File: config.mk
export PLATFORM = sky130hd
export DESIGN_NAME = lane_traffic_engine
export DESIGN_NICKNAME = d
export VERILOG_FILES = /design/src/rtl/lane_traffic_engine.sv
export SDC_FILE = /design/constraint.sdc
export NUM_CORES = 1
export LEC_CHECK = 0
export CORE_MARGIN = 1.5
export CORE_UTILIZATION = 40
export DETAILED_ROUTE_END_ITERATION = 8
export SETUP_SLACK_MARGIN = 0.4
export SYNTH_ARGS = -nofsm -noshare
export SYNTH_HDL_FRONTEND = slang
export SYNTH_SLANG_ARGS = --single-unit
export TNS_END_PERCENT = 1
File: constraint.sdc
create_clock -name i_Clk -period 3.23 [get_ports i_Clk]
set_input_delay 0.323 -clock i_Clk [delete_from_list [all_inputs] [get_ports i_Clk]]
set_output_delay 0.323 -clock i_Clk [all_outputs]
set_load 0.005 [all_outputs]
File: src/rtl/lane_traffic_engine.sv
// -----------------------------------------------------------------------------
// lane_traffic_engine
//
// Multi-lane traffic generator for the Frogger playfield. Each lane holds a
// base position of a train of evenly spaced, wrapping cars. The lane advances
// STEP_PX pixels every (div+1) frame-start pulses, moving either right or left.
// The per-pixel query from the VGA scan reports whether the current pixel lies
// on an enabled car. The result is registered, so it appears one cycle after
// the query. Frog/car overlap seen during a frame is reported as a one-cycle
// pulse on the next frame start.
//
// Ports
//   i_Clk          pixel clock; all state changes on its rising edge
//   i_Rst_n        synchronous active-low reset
//   i_Frame_Start  1-cycle pulse at scan position (0,0)
//   i_Restart      reloads lane positions, frame counters and the hit flag
//   i_Lane_En      per-lane enable; a disabled lane is not drawn, cannot
//                  collide and keeps its position
//   i_Dir          per-lane direction: 0 = +x (right), 1 = -x (left)
//   i_Speed_Div    per-lane divisor, lane l in [l*DIV_W +: DIV_W]
//   i_H, i_V       current scan coordinates
//   i_Frog_X/Y     frog top-left corner; the frog is GRID x GRID pixels
//   o_Car_Pixel    registered: scan pixel lies on an enabled car
//   o_Lane_Id      registered: lane of that car, 0 when there is no car
//   o_Collision    1-cycle pulse: the previous frame had frog/car overlap
//   o_Lane_Pos     current base positions, lane l in [l*X_W +: X_W]
// -----------------------------------------------------------------------------
module lane_traffic_engine #(
    parameter int NUM_LANES    = 4,
    parameter int H_DISPLAY    = 640,
    parameter int V_DISPLAY    = 480,
    parameter int GRID         = 32,
    parameter int FIRST_ROW    = 8,
    parameter int CAR_W        = 32,
    parameter int CAR_SPACING  = 128,
    parameter int STEP_PX      = 2,
    parameter int INIT_STAGGER = 48,
    parameter int DIV_W        = 6,
    parameter int X_W          = 10,
    parameter int Y_W          = 10,
    localparam int LID_W       = (NUM_LANES > 1) ? $clog2(NUM_LANES) : 1
) (
    input  logic                       i_Clk,
    input  logic                       i_Rst_n,
    input  logic                       i_Frame_Start,
    input  logic                       i_Restart,
    input  logic [NUM_LANES-1:0]       i_Lane_En,
    input  logic [NUM_LANES-1:0]       i_Dir,
    input  logic [NUM_LANES*DIV_W-1:0] i_Speed_Div,
    input  logic [X_W-1:0]             i_H,
    input  logic [Y_W-1:0]             i_V,
    input  logic [X_W-1:0]             i_Frog_X,
    input  logic [Y_W-1:0]             i_Frog_Y,
    output logic                       o_Car_Pixel,
    output logic [LID_W-1:0]           o_Lane_Id,
    output logic                       o_Collision,
    output logic [NUM_LANES*X_W-1:0]   o_Lane_Pos
);

    // One extra bit on coordinate arithmetic so pos+STEP and pos+H_DISPLAY
    // never overflow before the wrap correction.
    localparam int XE_W    = X_W + 1;
    localparam int YE_W    = Y_W + 1;
    localparam int GRID_SH = $clog2(GRID);
    localparam int ROW_W   = Y_W - GRID_SH;

    localparam logic [XE_W-1:0] H_EXT      = XE_W'(H_DISPLAY);
    localparam logic [XE_W-1:0] STEP_EXT   = XE_W'(STEP_PX);
    localparam logic [XE_W-1:0] GRID_XE    = XE_W'(GRID);
    localparam logic [YE_W-1:0] GRID_YE    = YE_W'(GRID);
    localparam logic [XE_W-1:0] SP_MASK    = XE_W'(CAR_SPACING - 1);
    localparam logic [XE_W-1:0] CAR_W_XE   = XE_W'(CAR_W);
    localparam logic [Y_W-1:0]  V_LIM      = Y_W'(V_DISPLAY);

    logic [ROW_W-1:0]     scan_row;
    logic [XE_W-1:0]      h_ext;
    logic [YE_W-1:0]      v_ext;
    logic                 scan_visible;
    logic                 in_frog;
    logic [NUM_LANES-1:0] lane_hit;
    logic                 car_hit;
    logic [LID_W-1:0]     hit_lane;

    logic                 car_pixel_reg;
    logic [LID_W-1:0]     lane_id_reg;
    logic                 collision_reg;
    logic                 hit_flag_reg;

    assign scan_row     = i_V[Y_W-1:GRID_SH];
    assign h_ext        = {1'b0, i_H};
    assign v_ext        = {1'b0, i_V};
    assign scan_visible = (h_ext < H_EXT) && (i_V < V_LIM);
    assign in_frog      = (h_ext >= {1'b0, i_Frog_X}) &&
                          (h_ext <  ({1'b0, i_Frog_X} + GRID_XE)) &&
                          (v_ext >= {1'b0, i_Frog_Y}) &&
                          (v_ext <  ({1'b0, i_Frog_Y} + GRID_YE));

    genvar gi;
    generate
        for (gi = 0; gi < NUM_LANES; gi++) begin : g_lane
            localparam logic [X_W-1:0]   INIT_POS = X_W'((gi * INIT_STAGGER) % H_DISPLAY);
            localparam logic [ROW_W-1:0] LANE_ROW = ROW_W'(FIRST_ROW + gi);

            logic [X_W-1:0]   pos_reg;
            logic [DIV_W-1:0] cnt_reg;
            logic [DIV_W-1:0] div;
            logic [XE_W-1:0]  pos_ext;
            logic [XE_W-1:0]  step_next;
            logic [XE_W-1:0]  off;

            assign div     = i_Speed_Div[gi*DIV_W +: DIV_W];
            assign pos_ext = {1'b0, pos_reg};

            always_comb begin
                // Next position after one step, wrapped into [0, H_DISPLAY).
                if (i_Dir[gi]) begin
                    if (pos_ext < STEP_EXT) begin
                        step_next = pos_ext + H_EXT - STEP_EXT;
                    end else begin
                        step_next = pos_ext - STEP_EXT;
                    end
                end else begin
                    step_next = pos_ext + STEP_EXT;
                    if (step_next >= H_EXT) begin
                        step_next = step_next - H_EXT;
                    end
                end

                // Scan offset from the lane base, modulo the screen width.
                // Cars repeat every CAR_SPACING (which divides H_DISPLAY), so
                // the low bits of the offset give the position inside a car
                // pitch, and cars crossing the right edge reappear on the left.
                off = h_ext - pos_ext;
                if (h_ext < pos_ext) begin
                    off = off + H_EXT;
                end
            end

            always_ff @(posedge i_Clk) begin
                if (!i_Rst_n || i_Restart) begin
                    pos_reg <= INIT_POS;
                    cnt_reg <= '0;
                end else if (i_Frame_Start && i_Lane_En[gi]) begin
                    // A divisor lowered below the running count is not
                    // special-cased: the counter wraps through 2^DIV_W.
                    if (cnt_reg == div) begin
                        cnt_reg <= '0;
                        pos_reg <= X_W'(step_next);
                    end else begin
                        cnt_reg <= cnt_reg + DIV_W'(1);
                    end
                end
            end

            assign lane_hit[gi] = i_Lane_En[gi] && (scan_row == LANE_ROW) &&
                                  scan_visible && ((off & SP_MASK) < CAR_W_XE);
            assign o_Lane_Pos[gi*X_W +: X_W] = pos_reg;
        end
    endgenerate

    // At most one lane matches a given scan row, so a plain encoder suffices.
    always_comb begin
        hit_lane = '0;
        for (int l = 0; l < NUM_LANES; l++) begin
            if (lane_hit[l]) begin
                hit_lane = LID_W'(l);
            end
        end
    end

    assign car_hit = |lane_hit;

    always_ff @(posedge i_Clk) begin
        if (!i_Rst_n) begin
            car_pixel_reg <= 1'b0;
            lane_id_reg   <= '0;
            collision_reg <= 1'b0;
            hit_flag_reg  <= 1'b0;
        end else begin
            car_pixel_reg <= car_hit;
            lane_id_reg   <= hit_lane;
            if (i_Restart) begin
                hit_flag_reg  <= 1'b0;
                collision_reg <= 1'b0;
            end else if (i_Frame_Start) begin
                // Report the finished frame; an overlap on this very cycle
                // belongs to the frame that is starting.
                collision_reg <= hit_flag_reg;
                hit_flag_reg  <= car_hit && in_frog;
            end else begin
                collision_reg <= 1'b0;
                if (car_hit && in_frog) begin
                    hit_flag_reg <= 1'b1;
                end
            end
        end
    end

    assign o_Car_Pixel = car_pixel_reg;
    assign o_Lane_Id   = lane_id_reg;
    assign o_Collision = collision_reg;

endmodule

==> summary.txt <==
YOSYS
-----------------------------------------------------------------------------------------
Leading register cell type out of synthesis ................................      dfxtp_1
Area share of the largest cell type after synthesis ........................        0.206
Dominant cells by area after synthesis ..................................... dfxtp_1, ha_1, xnor2_1, xor2_1, nor2_1
Dominant combinational cell family by area after synthesis ................. simple AND/OR/NAND/NOR gates
Area share of and/or/nand/nor cells after synthesis ........................        0.247
Number of flops mapped to enable cells by yosys ............................            0
Xor and xnor area share after synthesis ....................................        0.132
Multiplexer share of the synthesized area ..................................       0.0233
Most numerous cell in the Yosys netlist ....................................       nor2_1
Largest area contributor in the netlist ....................................      dfxtp_1
Post-Syn Instances .........................................................          836
Compound-Gate Fraction of Synth Area .......................................        0.179
Synthesized area per cell ..................................................   7.57 sq um
Most common library cells after synthesis .................................. nor2_1, ha_1, nand2_1, dfxtp_1, inv_1
Sequential cell area fraction in the yosys report ..........................        0.206
Proportion of register bits with asynchronous set or reset after synthesis .            0
Synth warn .................................................................            0
Adder-cell area share of the yosys netlist .................................        0.142
Yosys cell types ...........................................................           71
Netlist Area Pre-Place .....................................................   6330 sq um
Count of state elements after synthesis ....................................           65

FINAL LAYOUT
-----------------------------------------------------------------------------------------
Number of flip-flops in the largest register ...............................           36
Fraction of final layout cells sized beyond drive strength 1 ...............       0.0616
Number of nets in the finished design ......................................         1084
Area added between synthesis and finish ....................................        26.3%
# diodes ...................................................................            0

POWER AND IR DROP
-----------------------------------------------------------------------------------------
Peak supply drop ...........................................................   0.000232 V
Cell Pwr Density ...........................................................  286 nW/um^2
Static power due to leakage ................................................      2.96 nW

SETUP PATH
-----------------------------------------------------------------------------------------
Stages on the worst setup path .............................................            9
Cell type of the slowest stage on the worst timing path ....................      dfxtp_1
Worst setup path category .................................................. register to register
Crit-path max FO ...........................................................            8
Terminus of the critical flop-to-flop path ................................. g_lane[1].pos_reg[7]
Register-to-register path setup slack ......................................      0.63 ns
Required time of the critical path .........................................      3.48 ns
Buffers plus inverters on the worst setup path .............................            0
Biggest cell delay along the critical path .................................      0.57 ns
Crit path DAT ..............................................................      2.85 ns
Count of cells along the worst register-to-register path ...................            9
R2r startpoint ............................................................. g_lane[1].pos_reg[6]
Type of destination of the critical path ...................................     register
Launching element of the worst setup path .................................. g_lane[1].pos_reg[6]
Family with the most delay on the worst path ............................... compound AO/OA/AOI/OAI gates
End of the critical path ................................................... g_lane[1].pos_reg[7]
Worst setup SP type ........................................................     register
Worst path cell trace ...................................................... and4_4 > nand4_1 > xor2_1 > ha_1 > o31a_1 > o32ai_1 > a31oi_1 > xnor2_1 > a311oi_1

CLOCK TREE
-----------------------------------------------------------------------------------------
Clock latency on the worst-skew pair .......................................      0.34 ns
Clock transition at the registers of the reported paths ....................      0.06 ns
Cts bufs inserted ..........................................................            9
Clk sink count .............................................................           65
CTS tree ...................................................................        built
CTS Hold Buffers Added .....................................................            0
Gates resized, CTS repair ..................................................            0
Depth of the CTS H-tree ....................................................            3
Maximum clock insertion buffer count .......................................            2
CTS root buf ...............................................................    clkbuf_16
Setup Buffers After CTS ....................................................            0

DETAILED ROUTING
-----------------------------------------------------------------------------------------
DR vias ....................................................................         6200
DRT iter0 DRCs .............................................................          413
Top layer in use ...........................................................         met4
DRC violations left ........................................................            0
Final wirelength ........................................................... 17000 microns
Met2 routed wirelength ..................................................... 7880 microns
Mean routed wirelength per cell ............................................ 14.8 microns
TritonRoute pass-1 iters ...................................................            5
Antenna Nets Post-Route ....................................................            0
Met1 Routed Length ......................................................... 8060 microns
Via/cell ratio .............................................................         5.38
Sum of met3 wire segment lengths after detailed routing ....................  808 microns

STA
-----------------------------------------------------------------------------------------
Final worst clock skew .....................................................   0.00675 ns
Number of hold-slack violations in the final timing report .................            0
Worst hold slack ...........................................................     0.494 ns
Setup tns final ............................................................         0 ns
Highest Clock Rate .........................................................    0.385 GHz
Finish-stage setup viols ...................................................            0
Final critical-path share of the clock period ..............................        0.804
Setup repair after global routing missed its margin ........................          yes
Slew @ Worst Pin ...........................................................     0.639 ns
Worst slew slack as a fraction of its limit ................................        0.570
Fin crit period ............................................................      2.60 ns
Final number of max-transition violations ..................................            0

DIE
-----------------------------------------------------------------------------------------
Placement row count ........................................................           45
# IOs ......................................................................          120
Die width ..................................................................  129 microns
Die area ...................................................................  16600 sq um
Floorplan core area ........................................................  15300 sq um
Die H ......................................................................  129 microns
Starting utilization of the core area ......................................        0.413

PLACE
-----------------------------------------------------------------------------------------
Final weighted congestion in routability-driven placement ..................        0.848
HPWL Detailed .............................................................. 13100 microns
PortBufs ...................................................................          115

OUTCOME
-----------------------------------------------------------------------------------------
Result of the run ..........................................................    completed

GRT
-----------------------------------------------------------------------------------------
Number of antenna violations at the first check in global routing ..........            0
Number of global-route vias before repair ..................................         5748
Overall Global Routing Usage ...............................................        0.213
Largest net degree at the start of global routing ..........................           19
Total grt overflow .........................................................            0
First-pass GRT wire length ................................................. 28300 microns

WORST HOLD PATH
-----------------------------------------------------------------------------------------
Class of the worst hold path ............................................... register to register

FLOW RUN
-----------------------------------------------------------------------------------------
Count of maximum capacitance violations ....................................            0

-- layer usage --
metal / vias up / global-route usage
li1: 3194 / -
met1: 2833 / 0.280
met2: 152 / 0.354
met3: 21 / 0.0445
met4: 0 / 0.0588
met5: - / 0
-- cell type report --
| class | instances | area (sq um) |
|---|---|---|
| Clock inverter | 6 | 90.1 |
| Multi-Input combinational cell | 673 | 4620 |
| Clock buffer | 10 | 239 |
| Fill cell | 1557 | 7320 |
| Timing Repair Buffer | 127 | 1240 |
| Tap cell | 211 | 264 |
| Inverter | 60 | 225 |
| Sequential cell | 65 | 1310 |
-- through the flow --
step           setup WS (ns)  power [mW]   util  area, sq um  instances
2_1_floorplan          0.730        1.04      -         6340        839
6_report               0.632        2.29  0.522         7990       1152
4_1_cts                0.432        2.32  0.520         7960       1152
3_5_place_dp           0.322        1.21  0.498         7630       1136
3_3_place_gp           0.406        1.21  0.498         7630       1136
5_1_grt                0.374        2.40  0.522         7990       1152
-- cells by family (layout without fill, tap and decap cells) --
group / Yosys count / in the layout
xor+xnor: 95 / 95
compound gates: 179 / 179
other cells: 1 / 4
simple gates: 310 / 310
buf+inv: 101 / 203
fa+ha+maj: 72 / 72
flops: 65 / 65
mux: 13 / 13
-- worst register-to-register path: stages, from the launching register on --
cell and delay [ns]:
dfxtp_1 0.57, and4_4 0.31, nand4_1 0.12, xor2_1 0.28, ha_1 0.30, o31a_1 0.14
o32ai_1 0.09, a31oi_1 0.30, xnor2_1 0.12, a311oi_1 0.29
-- how the worst min path moves through the flow --
stage,depth (start not counted),end,startpoint,slack (ns)
floorplan,1,o_Lane_Id[1],i_Rst_n,0.44
global placement,1,o_Collision,hit_flag_reg,0.49
detailed placement,1,o_Collision,hit_flag_reg,0.49
CTS,1,o_Collision,hit_flag_reg,0.49
global route,1,o_Collision,hit_flag_reg,0.52
finish,1,o_Collision,hit_flag_reg,0.49
-- power breakdown --
part	leakage (nW)	switching (mW)	internal, mW
Sequential	0.527	0.00401	0.804
Clock	0.159	0.396	0.699
Combinational	2.28	0.190	0.193
-- placed cells by master, fill, tap and decap left out, types with 3 or more instances in the layout --
| cell type | synthesis | layout |
|---|---|---|
| o22ai_1 | 4 | 4 |
| nor4_2 | 3 | 4 |
| nor3_1 | 34 | 33 |
| o21ai_0 | 52 | 52 |
| o21a_1 | 4 | 4 |
| dfxtp_2 | 0 | 7 |
| o31a_1 | 4 | 4 |
| o31ai_1 | 5 | 5 |
| nor4_1 | 24 | 23 |
| a211oi_1 | 11 | 11 |
| a21oi_1 | 45 | 45 |
| clkdlybuf4s50_1 | 0 | 115 |
| nor2b_1 | 3 | 3 |
| or2_2 | 5 | 5 |
| and2_1 | 7 | 7 |
| nand2b_1 | 12 | 12 |
| mux2_2 | 4 | 4 |
| mux2i_1 | 8 | 8 |
| a22oi_1 | 5 | 5 |
| a21boi_0 | 3 | 3 |
| xnor2_1 | 55 | 55 |
| clkbuf_16 | 0 | 9 |
| conb_1 | 1 | 4 |
| buf_4 | 6 | 12 |
| nand2_1 | 68 | 67 |
| o211ai_1 | 7 | 7 |
| a31oi_1 | 12 | 12 |
| xor2_1 | 40 | 40 |
| nor2_1 | 82 | 81 |
| inv_1 | 58 | 58 |
| and3_1 | 5 | 5 |
| nand4_1 | 23 | 23 |
| nand3_1 | 18 | 17 |
| dfxtp_1 | 65 | 58 |
| or3_1 | 8 | 8 |
| ha_1 | 72 | 72 |
No activity file was read; power rests on OpenSTA's default activity.
